## config.mk

```make
export PLATFORM = sky130hd
export DESIGN_NAME = if_filt_rd_addr_gen
export DESIGN_NICKNAME = d
export VERILOG_FILES = /design/src/rtl/if_filt_rd_addr_gen.sv
export SDC_FILE = /design/constraint.sdc
export NUM_CORES = 1
export LEC_CHECK = 0
export ABC_AREA = 1
export BUFFER_PORTS_ARGS = -buffer_cell sky130_fd_sc_hd__buf_2
export CORE_MARGIN = 3
export CORE_UTILIZATION = 57
export CTS_CLUSTER_SIZE = 28
export DETAILED_ROUTE_END_ITERATION = 16
export GPL_TIMING_DRIVEN = 0
export PLACE_DENSITY = 0.83
export SYNTH_ARGS = -nofsm -noshare
export SYNTH_HDL_FRONTEND = slang
export SYNTH_SLANG_ARGS = --single-unit
```

## constraint.sdc

```tcl
create_clock -name i_clk -period 4.5 [get_ports i_clk]
set_input_delay 0.45 -clock i_clk [delete_from_list [all_inputs] [get_ports i_clk]]
set_output_delay 0.45 -clock i_clk [all_outputs]
set_load 0.01 [all_outputs]
```

## src/rtl/if_filt_rd_addr_gen.sv

```systemverilog
// rtl/if_filt_rd_addr_gen.sv - read-address generator for the IF and filter scratchpads of one PE
//
// Purpose: walks the filter taps of one output window, strides the IF window along
// a row and reports window, stride and row completion back to the PE controller.
// Optional build macro: RD_ADDR_REG_EN adds a register stage on rd_en, if_raddr,
// filt_raddr and psum_done. Without it these outputs are combinational.
//
// Ports:
//   i_clk, i_rst (async, active-low), i_sync_clr (sync clear of all state)
//   i_rd_gen_en      level enable from the controller
//   i_clear_regs     abort the current window and restart its taps
//   i_reset_filter   clear the tap pointer only
//   i_stride_en      gates o_stride_pos_ld
//   i_filt_len       taps per window (0 = no-op)
//   i_stride         window step
//   i_row_len        IF words in the current row
//   i_last_row       current row is the final row
//   i_if_cnt         IF words written so far for this row
//   i_filt_ready     filter scratchpad is loaded
//   i_hold           downstream back-pressure
//   o_rd_en          tap read strobe
//   o_if_raddr       IF scratchpad read address (base + tap, circular)
//   o_filt_raddr     filter scratchpad read address (tap)
//   o_psum_done      last tap of the window issued
//   o_stride_pos_ld  window advanced
//   o_stride_count_flag  no further full window fits in the row
//   o_full_done      final window of the final row complete
module if_filt_rd_addr_gen #(
  parameter int IF_ADDR_LEN   = 4,
  parameter int FILT_ADDR_LEN = 4,
  parameter int ROW_W         = 8
) (
  input  logic                     i_clk,
  input  logic                     i_rst,
  input  logic                     i_sync_clr,
  input  logic                     i_rd_gen_en,
  input  logic                     i_clear_regs,
  input  logic                     i_reset_filter,
  input  logic                     i_stride_en,
  input  logic [FILT_ADDR_LEN-1:0] i_filt_len,
  input  logic [ROW_W-1:0]         i_stride,
  input  logic [ROW_W-1:0]         i_row_len,
  input  logic                     i_last_row,
  input  logic [ROW_W-1:0]         i_if_cnt,
  input  logic                     i_filt_ready,
  input  logic                     i_hold,
  output logic                     o_rd_en,
  output logic [IF_ADDR_LEN-1:0]   o_if_raddr,
  output logic [FILT_ADDR_LEN-1:0] o_filt_raddr,
  output logic                     o_psum_done,
  output logic                     o_stride_pos_ld,
  output logic                     o_stride_count_flag,
  output logic                     o_full_done
);

  typedef enum logic [1:0] {S_IDLE, S_RUN, S_ADV} state_t;

  state_t                   r_state;
  logic [ROW_W-1:0]         r_pos;
  logic [IF_ADDR_LEN-1:0]   r_base;
  logic [FILT_ADDR_LEN-1:0] r_tap;

  logic [ROW_W:0]           w_word_idx;
  logic                     w_avail;
  logic                     w_issue;
  logic                     w_last;
  logic                     w_adv;
  logic [ROW_W+1:0]         w_next_end;
  logic                     w_row_end;
  logic [IF_ADDR_LEN-1:0]   w_if_addr;
  logic [FILT_ADDR_LEN-1:0] w_filt_addr;

  // Word index of the current tap; one extra bit so pos+tap cannot wrap.
  assign w_word_idx = {1'b0, r_pos} + {{(ROW_W+1-FILT_ADDR_LEN){1'b0}}, r_tap};
  assign w_avail    = w_word_idx < {1'b0, i_if_cnt};

  // hold, clear_regs and reset_filter all win over an issue in the same cycle.
  assign w_issue = (r_state == S_RUN) && i_rd_gen_en && !i_sync_clr && i_filt_ready &&
                   !i_hold && !i_clear_regs && !i_reset_filter && w_avail;
  assign w_last  = w_issue && (r_tap == i_filt_len - FILT_ADDR_LEN'(1));
  assign w_adv   = (r_state == S_ADV) && i_rd_gen_en && !i_sync_clr;

  // The next window starts at pos+stride and needs filt_len words inside the row.
  assign w_next_end = {2'b00, r_pos} + {2'b00, i_stride} +
                      {{(ROW_W+2-FILT_ADDR_LEN){1'b0}}, i_filt_len};
  assign w_row_end  = w_adv && (w_next_end > {2'b00, i_row_len});

  assign w_if_addr   = i_sync_clr ? '0 : r_base + IF_ADDR_LEN'(r_tap);
  assign w_filt_addr = i_sync_clr ? '0 : r_tap;

  always_ff @(posedge i_clk or negedge i_rst) begin
    if (!i_rst) begin
      r_state <= S_IDLE;
      r_pos   <= '0;
      r_base  <= '0;
      r_tap   <= '0;
    end else if (i_sync_clr) begin
      r_state <= S_IDLE;
      r_pos   <= '0;
      r_base  <= '0;
      r_tap   <= '0;
    end else begin
      case (r_state)
        S_IDLE: begin
          if (i_reset_filter) r_tap <= '0;
          if (i_rd_gen_en && (i_filt_len != '0)) r_state <= S_RUN;
        end
        S_RUN: begin
          if (!i_rd_gen_en) begin
            r_state <= S_IDLE;
          end else if (i_clear_regs || i_reset_filter) begin
            r_tap <= '0;
          end else if (w_last) begin
            r_tap   <= '0;
            r_state <= S_ADV;
          end else if (w_issue) begin
            r_tap <= r_tap + FILT_ADDR_LEN'(1);
          end
        end
        S_ADV: begin
          if (!i_rd_gen_en) begin
            r_state <= S_IDLE;
          end else begin
            if (i_reset_filter) r_tap <= '0;
            if (w_row_end) begin
              r_pos   <= '0;
              r_base  <= '0;
              r_state <= S_IDLE;
            end else begin
              r_pos   <= r_pos + i_stride;
              r_base  <= r_base + IF_ADDR_LEN'(i_stride);
              r_state <= S_RUN;
            end
          end
        end
        default: r_state <= S_IDLE;
      endcase
    end
  end

  assign o_stride_pos_ld     = w_adv && i_stride_en;
  assign o_stride_count_flag = w_row_end;
  assign o_full_done         = w_row_end && i_last_row;

`ifdef RD_ADDR_REG_EN
  logic                     r_rd_en;
  logic [IF_ADDR_LEN-1:0]   r_if_raddr;
  logic [FILT_ADDR_LEN-1:0] r_filt_raddr;
  logic                     r_psum_done;

  always_ff @(posedge i_clk or negedge i_rst) begin
    if (!i_rst) begin
      r_rd_en      <= 1'b0;
      r_if_raddr   <= '0;
      r_filt_raddr <= '0;
      r_psum_done  <= 1'b0;
    end else if (i_sync_clr) begin
      r_rd_en      <= 1'b0;
      r_if_raddr   <= '0;
      r_filt_raddr <= '0;
      r_psum_done  <= 1'b0;
    end else begin
      r_rd_en      <= w_issue;
      r_if_raddr   <= w_if_addr;
      r_filt_raddr <= w_filt_addr;
      r_psum_done  <= w_last;
    end
  end

  assign o_rd_en      = r_rd_en;
  assign o_if_raddr   = r_if_raddr;
  assign o_filt_raddr = r_filt_raddr;
  assign o_psum_done  = r_psum_done;
`else
  assign o_rd_en      = w_issue;
  assign o_if_raddr   = w_if_addr;
  assign o_filt_raddr = w_filt_addr;
  assign o_psum_done  = w_last;
`endif

endmodule
```

==> results of run 1 <==
[sequential cells by signal, indices dropped and copies added (netlist names)]
register,cells
r_pos,8
r_state,2
r_base,4
r_tap,4
[worst reg2reg max path: stages (launching register included)]
cell and delay [ns]:
dfrtp_1 0.44, inv_1 0.18, fa_1 0.43, inv_1 0.06
ha_1 0.17, inv_1 0.06, fa_1 0.39, inv_1 0.09
a31oi_1 0.09, xnor2_1 0.15, ha_1 0.30, nand2_1 0.07
nor2_1 0.14, o21ai_0 0.11, nand3_1 0.07, nand2_1 0.05
nand2_1 0.05, nand2_1 0.07, nand2_4 0.11, nand2_2 0.07
nand2_1 0.06, nand2_1 0.04, nand2_1 0.05, nand2_1 0.05
[cell usage in the layout (no fill, tap or decap)]
master	count
nand4_1	4
nor2_4	2
o211ai_1	1
nor4_4	1
or2_1	1
inv_4	1
o21ai_0	3
nand3_4	1
a31oi_1	4
clkbuf_8	4
dfrtp_1	18
inv_1	68
nor3_1	1
nor2_1	28
xnor2_1	13
a21o_1	1
buf_6	2
o21bai_1	1
o22ai_2	4
nand2_1	76
o21ai_2	4
fa_1	11
a21oi_1	13
xor2_1	13
nand4_2	1
nor2_8	1
clkbuf_1	1
o21ai_1	5
buf_2	50
nor3b_1	1
ha_1	43
a31o_2	1
nand3_1	22
nand2_4	1
nand2_2	8
inv_2	4
a211oi_1	2
nor2_2	4
[layer usage]
layer | vias up | share of wire [%] | wire [um]
met5 | - | 0 | 0
met4 | 0 | 1.6 | 97
met3 | 13 | 4.8 | 295
met2 | 62 | 49 | 3020
met1 | 1124 | 44 | 2690
li1 | 1265 | - | -
[logic make-up (layout without fill, tap and decap cells)]
family | after synthesis | count (layout)
flops | 18 | 18
xor+xnor | 26 | 26
simple gates | 152 | 152
compound gates | 39 | 39
buf+inv | 76 | 130
fa+ha+maj | 54 | 54
[layout make-up]
cell class | instances | area (um^2) | share of cell area, %
buffer | 3 | 26.3 | 0.849
clock buffer | 4 | 55.1 | 1.78
inverter | 73 | 277 | 8.93
multi-input combinational | 271 | 1970 | 63.7
sequential | 18 | 450 | 14.6
tap | 52 | 65.1 | 2.10
timing repair buffer | 50 | 250 | 8.08
[power by group through the flow]
stage	combinational (mW)	clock (mW)	sequential (mW)
floorplan	0.109	0	0.169
CTS	0.161	0.142	0.166
global placement	0.153	0	0.169
detailed placement	0.160	0	0.169
global route	0.181	0.149	0.167
finish	0.159	0.139	0.166
[stage by stage]
step	instance area [um^2]	cells	util (%)	power [mW]	worst slack, ns
after floorplan	2730	365	-	0.278	1.06
after global placement	3040	467	68.0	0.322	0.677
after detailed placement	3040	467	68.0	0.329	0.588
after CTS	3100	471	69.2	0.469	0.456
after global routing	3100	471	69.2	0.496	0.174
final	3100	471	69.2	0.464	0.467
[final timing paths]
path / endpoint / slack [ns] / depth (start not counted)
worst max register to register: r_state[0]$_DFFE_PN0P_ / 1.07 / 23
worst max-delay path: o_full_done / 0.47 / 21
max in group asynchronous: r_pos[2]$_DFFE_PN0P_ / 4.08 / 1
worst min-delay path: r_state[0]$_DFFE_PN0P_ / 0.11 / 1
min in group i_clk: r_tap[0]$_DFFE_PN0P_ / 0.53 / 4
worst min register to register: r_base[0]$_DFFE_PN0P_ / 0.55 / 2
==> results.yml, run 1 <==
floorplanning:
  die_y_um: 75.1
  die_area_um2: 5650
  core_um2: 4470
  dieWidth_um: 75.1
  placementRows: 24
  ioPinCount: 51
  start_util_pct: 60.9
yosys:
  synth_top_family_by_area: "adder cells"
  yosysWarnings: 0
  synth_common_cells: "nand2_1, inv_1, ha_1, nor2_1, nand3_1"
  synthMuxAreaShare_pct: 0
  synth_compound_area_share_pct: 9.60
  netlist_instances: 365
  synth_most_common_cell: "nand2_1"
  ys_ff_latch: 18
  synth_seq_area_share_pct: 16.5
  avgSynthCellArea_um2: 7.47
  synth_xor_area_share_pct: 8.36
  synth_area_leader_cell: "ha_1"
  synth_area_um2: 2730
  async_reset_ff_share_pct: 100
  synth_nets: 457
  synth_fa_ha_area_share_pct: 27.8
  synthFlopType: "dfrtp_1"
  synth_cell_types: 36
  synthTopCellsByArea: "ha_1, dfrtp_1, nand2_1"
  synthSimpleGateAreaFrac_pct: 26.6
  synth_top_cell_area_share_pct: 19.7
  synth_edf_count: 0
grt:
  grt_overflow: 0
  grt_pass1_vias: 2366
  busiest_layer: "met2"
  grt_pass1_wl_um: 10100
  met3_usage_pct: 3.20
  grt_max_degree: 19
  use_met1_pct: 29.5
  grt_usage_pct: 23.3
  antenna_found_initial: 0
  grtUsageMet2_pct: 41.6
job:
  cap_violations: 0
clock_tree:
  hold_buffers: 0
  cts_resized: 0
  cts_tree: "done"
  clockBufferDepth: 2
  htree_levels: 1
  root_buffer: "clkbuf_8"
  clock-sinks: 18
  clk_latency_ns: 0.26
  clk_pin_slew_ns: 0.08
  cts_setup_buffers: 0
  numCtsBuffers: 3
worst_setup_path:
  cp_data_arrival_time_ns: 3.58
  endpoint_kind: "output pin"
  crit_family: "adder cells"
  startpoint_type: "flop"
  path_buf_inv: 5
  cp-startpoint: "r_pos[1]$_DFFE_PN0P_"
  crit_chain: "inv_1 > fa_1 > inv_1 > ha_1 > inv_1 > fa_1 > inv_1 > a31oi_1 > xnor2_1 > ha_1 > nand2_1 > nor2_1 > o21ai_0 > nand3_1 > nand2_1 > nand2_1 > nand2_1 > nand2_4 > nand2_2 > nor2_1 > buf_2"
  path_class: "reg2out"
  max_stage_delay_ns: 0.44
  r2r_start: "r_pos[1]$_DFFE_PN0P_"
  cp_slowest_cell: "dfrtp_1"
  worstPathMaxFanout: 4
  crit_required_ns: 4.05
final_layout:
  num-nets-final: 512
  layout-drive-gt1-share_pct: 21.2
  fill_cells: 385
  syn_to_final_growth_pct: 13.6
  insertedDiodeCount: 0
sta:
  max_freq_ghz: 0.248
  maxSlewHeadroom_pct: 63.2
  fin_skew_ns: 0.00732
  holdWs_ns: 0.111
  hold_violations: 0
  fin_crit_sh_pct: 89.6
  worst_pin_slew_ns: 0.553
  slew_viol_final: 0
  fin_tns_setup_ns: 0
  rsz0062_at_grt: "false"
  min_period_ns: 4.03
  setup_viol_count_final: 0
power_and_ir_drop:
  swShare_pct: 34.2
  p_seq_share_pct: 35.9
  ir_worst_vdd_mv: 0.194
  power_leakage_nw: 1.82
  power_density_nw_per_um2: 150
  p_int_mw: 0.305
  clkPwrFrac_pct: 29.9
  p_comb_share_pct: 34.2
  p_switching_mw: 0.158
run_status:
  status: "complete, no violations"
detailed_routing:
  routedWlPerCell_um: 13.0
  wirelength_um: 6100
  drtAntennaViolNets: 0
  drt_iter0_drc: 87
  vias: 2464
  dr.pass1.iters: 4
  drc_errors: 0
  avgViaCountPerCell: 5.23
place:
  portBuffers: 50
  gp_congestion: 0.852
  hpwl_um: 5240
hold_path:
  hp-class: "in2async"
Power figures use the tool's default switching activity.
==> inputs of run 2 (changes only) <==
CTS_BUF_LIST = sky130_fd_sc_hd__clkbuf_16   (was not set)
REMOVE_ABC_BUFFERS = 1   (was not set)
==> run 2 against run 1 <==
  * Final area is essentially flat
  * Sequential share of layout area is essentially flat
  * Critical path depth is the same
  * Routed wire length grew 2.3%
  * Fmax grew 1.1%
  * Via count grew 1.3%
  * Register-to-register slack gained 0.02 ns
  * Highest routed layer unchanged
==> results.yml, run 2 (same netlist as run 1, synthesis figures left out) <==
power_and_ir_drop:
  p_seq_share_pct: 33.1
  power_mw: 0.504
  p_comb_share_pct: 31.5
  clkPwrFrac_pct: 35.4
  power_leakage_nw: 1.82
  swShare_pct: 31.4
  p_switching_mw: 0.158
  p_int_mw: 0.345
  power_density_nw_per_um2: 163
  ir_worst_vdd_mv: 0.183
detailed_routing:
  dr.pass1.iters: 5
  drt_iter0_drc: 153
  wirelength_um: 6240
  drtAntennaViolNets: 0
  wl_met2_um: 3180
  drc_errors: 0
  routedWlPerCell_um: 13.3
  wl_met3_um: 328
  vias: 2496
  drt-met1-wl_um: 2650
  avgViaCountPerCell: 5.33
  topRoutingLayerUsed: "met4"
sta:
  holdWs_ns: 0.133
  final.setup.worst_slack_ns: 0.512
  fin_skew_ns: 0.00191
  rsz0062_at_grt: "false"
  hold_violations: 0
  maxSlewHeadroom_pct: 72.0
  fin_crit_sh_pct: 88.6
  worst_pin_slew_ns: 0.420
  max_freq_ghz: 0.251
  slew_viol_final: 0
  fin_tns_setup_ns: 0
  setup_viol_count_final: 0
  min_period_ns: 3.99
worst_setup_path:
  crit_chain: "inv_1 > fa_1 > inv_1 > ha_1 > inv_1 > fa_1 > inv_1 > a31oi_1 > xnor2_1 > ha_1 > nand2_1 > nor2_1 > o21ai_0 > nand3_1 > nand2_1 > nand2_1 > nand2_1 > nand2_4 > nand2_2 > nor2_1 > buf_2"
  cp_data_arrival_time_ns: 3.54
  path_class: "reg2out"
  path_buf_inv: 5
  crit_family: "adder cells"
  endpoint_kind: "output pin"
  max_stage_delay_ns: 0.43
  crit_required_ns: 4.05
  rrSetupSlack_ns: 1.09
  worstPathMaxFanout: 4
  startpoint_type: "flop"
  cp_slowest_cell: "dfrtp_1"
floorplanning:
  ioPinCount: 51
  core_um2: 4470
  placementRows: 24
  die_y_um: 75.1
  dieWidth_um: 75.1
  die_area_um2: 5650
  start_util_pct: 60.9
place:
  post-place-cells: 464
  place_area_um2: 3010
  gp_congestion: 0.911
  post-place-ws_ns: 0.629
  portBuffers: 50
  hpwl_um: 5240
final_layout:
  largestRegisters: "r_pos: 8 flops, r_base: 4 flops, r_tap: 4 flops"
  largest_register_ffs: 8
  num-nets-final: 509
  instances_no_fill: 468
  fill_cells: 370
  syn_to_final_growth_pct: 13.5
  regArea_um2: 450
  fin_area_um2: 3090
  largest_register: "r_pos"
  fin_util_pct: 69.1
  layout_commonest_cell: "nand2_1"
  mostFrequentLayoutCells: "nand2_1, inv_1, buf_2, ha_1, nor2_1"
  multi_input_area_um2: 1970
  layout-drive-gt1-share_pct: 20.7
  insertedDiodeCount: 0
clock_tree:
  numCtsBuffers: 3
  clk_latency_ns: 0.25
  hold_buffers: 0
  cts_tree: "done"
  clk_pin_slew_ns: 0.05
  root_buffer: "clkbuf_16"
  clock-sinks: 18
  clockBufferDepth: 2
  cts_resized: 0
  htree_levels: 1
  cts_setup_buffers: 0
grt:
  grt_max_degree: 19
  grt_pass1_vias: 2358
  grt_overflow: 0
  antenna_found_initial: 0
  grt_usage_pct: 23.3
  grt_pass1_wl_um: 10200
hold_path:
  hp-class: "in2async"
job:
  cap_violations: 0
run_status:
  status: "complete, no violations"
-- run 2: changes by cell type in the layout (fill, tap and decap cells not counted) --
cell | before | now
buf_6 | 2 | 0
clkbuf_1 | 1 | 0
clkbuf_16 | 0 | 3
clkbuf_8 | 4 | 0
clkinv_1 | 0 | 1
-- run 2: cell type report --
cell class                      instances  area share [%]
Clock inverter                          1           0.121
Sequential cell                        18            14.6
Tap cell                               52            2.10
Inverter                               73            8.94
Clock buffer                            3            2.43
Timing Repair Buffer                   50            8.09
Multi-Input combinational cell        271            63.8
-- run 2: layer usage --
layer	track usage, %	vias up
met3	1.34	13
li1	-	1265
met5	0	-
met2	41.8	85
met1	30.9	1133
met4	5.05	0
-- run 2: worst register-to-register path, stage by stage, from the launching register on --
cell,delay (ns)
dfrtp_1,0.43
inv_1,0.17
fa_1,0.43
inv_1,0.07
ha_1,0.16
inv_1,0.05
fa_1,0.40
inv_1,0.09
a31oi_1,0.09
xnor2_1,0.14
ha_1,0.29
nand2_1,0.07
nor2_1,0.14
o21ai_0,0.11
nand3_1,0.08
nand2_1,0.05
nand2_1,0.06
nand2_1,0.09
nand2_4,0.11
nand2_2,0.07
nand2_1,0.06
nand2_1,0.04
nand2_1,0.06
nand2_1,0.06
-- run 2: power groups by stage --
stage	registers (mW)	logic (mW)	clock network [mW]
final	0.167	0.159	0.178
after global routing	0.167	0.181	0.187
after CTS	0.166	0.160	0.182
after detailed placement	0.169	0.159	0
after global placement	0.169	0.152	0
after floorplan	0.169	0.107	0
-- run 2: final timing paths --
kind	end	depth (start not counted)	from
max	o_full_done	21	r_pos[1]$_DFFE_PN0P_
min	r_state[1]$_DFFE_PN0P_	1	i_rst
max reg2reg	r_state[0]$_DFFE_PN0P_	23	r_pos[1]$_DFFE_PN0P_
min reg2reg	r_base[0]$_DFFE_PN0P_	2	r_base[0]$_DFFE_PN0P_
max in group asynchronous	r_pos[3]$_DFFE_PN0P_	1	i_rst
min in group i_clk	r_base[0]$_DFFE_PN0P_	2	r_base[0]$_DFFE_PN0P_
==> inputs of run 3 (changes only) <==
clock period = 4 ns   (was 4.5 ns; I/O delays follow)
==> run 3 against run 2 <==
  * Sequential power increased by 12%
  * Worst setup slack got worse by 0.29 ns
  * Combinational power increased by 13%
  * Total power increased by 13%
  * Critical endpoint unchanged
==> results.yml, run 3 (same netlist as run 1, synthesis figures left out) <==
sta:
  rsz0062_at_grt: "false"
  slew_viol_final: 0
  fin_crit_sh_pct: 94.4
  hold_violations: 0
  maxSlewHeadroom_pct: 71.8
  fin_skew_ns: 0.00137
  min_period_ns: 3.78
  worst_pin_slew_ns: 0.423
  setup_viol_count_final: 0
  max_freq_ghz: 0.265
  fin_tns_setup_ns: 0
floorplanning:
  start_util_pct: 60.9
  dieWidth_um: 75.1
  ioPinCount: 51
  core_um2: 4470
  placementRows: 24
  die_area_um2: 5650
  die_y_um: 75.1
worst_setup_path:
  cp_slowest_cell: "dfrtp_2"
  endpoint_kind: "output pin"
  max_stage_delay_ns: 0.43
  r2r_cells: 21
  crit_required_ns: 3.60
  crit_top_cell: "nand2_1"
  startpoint_type: "flop"
  rrSetupSlack_ns: 0.75
  worstPathMaxFanout: 4
  r2r_start: "r_pos[1]$_DFFE_PN0P_"
  r2r-end: "r_pos[2]$_DFFE_PN0P_"
  path_class: "reg2out"
  cp_data_arrival_time_ns: 3.38
  crit_chain: "inv_2 > fa_1 > inv_1 > ha_1 > inv_1 > fa_2 > inv_1 > a31oi_1 > xnor2_1 > ha_1 > nand2_1 > nor2_2 > o21ai_0 > nand3_1 > nand2_1 > nand2_1 > nand2_1 > nand2_4 > nand2_2 > nor2_1 > buf_2"
final_layout:
  mostFrequentLayoutCells: "nand2_1, inv_1, buf_2, ha_1, nor2_1"
  fin_area_um2: 3110
  num-nets-final: 511
  layout-drive-gt1-share_pct: 22.0
  largest_register_ffs: 8
  largest_register: "r_pos"
  insertedDiodeCount: 0
  syn_to_final_growth_pct: 14.3
  largestRegisters: "r_pos: 8 flops, r_base: 4 flops, r_tap: 4 flops"
  layout_commonest_cell: "nand2_1"
grt:
  grt_pass1_vias: 2358
  grt_overflow: 0
  grt_usage_pct: 23.3
  grt_max_degree: 19
  antenna_found_initial: 0
  grt_pass1_wl_um: 10200
detailed_routing:
  routedWlPerCell_um: 13.4
  drt_iter0_drc: 161
  avgViaCountPerCell: 5.33
  dr.pass1.iters: 4
  vias: 2505
  drc_errors: 0
  drtAntennaViolNets: 0
  wirelength_um: 6290
job:
  cap_violations: 0
power_and_ir_drop:
  power_mw: 0.569
  power_density_nw_per_um2: 183
  ir_worst_vdd_mv: 0.206
  power_leakage_nw: 1.83
place:
  gp_congestion: 0.911
  hpwl_um: 5240
  place_area_um2: 3010
  portBuffers: 50
hold_path:
  hp-class: "in2async"
clock_tree:
  cts_tree: "done"
  clockBufferDepth: 2
  clk_pin_slew_ns: 0.05
  numCtsBuffers: 3
  clk_latency_ns: 0.25
  htree_levels: 1
  clock-sinks: 18
  root_buffer: "clkbuf_16"
run_status:
  status: "complete, no violations"
[run 3: changes by cell type in the layout (fill, tap and decap cells not counted), sizes merged]
| cell | before | now |
|---|---|---|
| buf | 50 | 52 |
[run 3: what timing repair did]
action	CTS	global route
setup endpoints to repair	0	2
hold endpoints to repair	0	0
hold buffers	0	0
gates resized for setup	0	4
setup buffers	0	2
[run 3: how the worst max path moves through the flow]
stage	startpoint	endpoint	cells after the start
floorplan	r_pos[1]$_DFFE_PN0P_	o_full_done	20
global placement	i_stride[1]	o_full_done	22
detailed placement	i_stride[1]	o_full_done	22
CTS	r_pos[1]$_DFFE_PN0P_	o_full_done	21
global route	r_pos[1]$_DFFE_PN0P_	o_full_done	21
finish	r_pos[1]$_DFFE_PN0P_	o_full_done	21
[run 3: cell type report]
| class | count | area (um^2) |
|---|---|---|
| Multi-Input combinational cell | 271 | 1980 |
| Fill cell | 363 | 1360 |
| Sequential cell | 18 | 452 |
| Inverter | 73 | 277 |
| Timing Repair Buffer | 52 | 265 |
| Clock buffer | 3 | 75.1 |
| Tap cell | 52 | 65.1 |
| Clock inverter | 1 | 3.75 |
[run 3: power by group]
group,switching [mW],internal [mW]
Combinational,0.108,0.0716
Clock,0.0689,0.133
Sequential,0.00303,0.184
[run 3: through the flow]
stage                     worst slack (ns)  hold slack (ns)  utilization (%)  std cells
after global placement               0.272            0.361             67.4        464
after global routing               0.00305            0.103             69.6        470
after floorplan                      0.646            0.104                -        362
after CTS                           0.0574           0.0955             69.1        468
after detailed placement             0.229            0.360             67.4        464
final                                0.224           0.0838             69.6        470
[run 3: worst max-delay path, delay by kind of cell, from the launching register on]
kind,cells,cell delay (ns)
adder cells (fa/ha/maj),4,1.21
buffers and inverters,5,0.43
XOR/XNOR,1,0.14
AND/OR/NAND/NOR,9,0.73
flip-flops,1,0.43
AO/OA/AOI/OAI,2,0.18
[run 3: routing by layer]
metal  track usage, %  part of all wire [%]
met1             30.9                    43
met2             41.8                    51
met3             1.34                   5.3
met4             5.05                  0.78
met5                0                     0
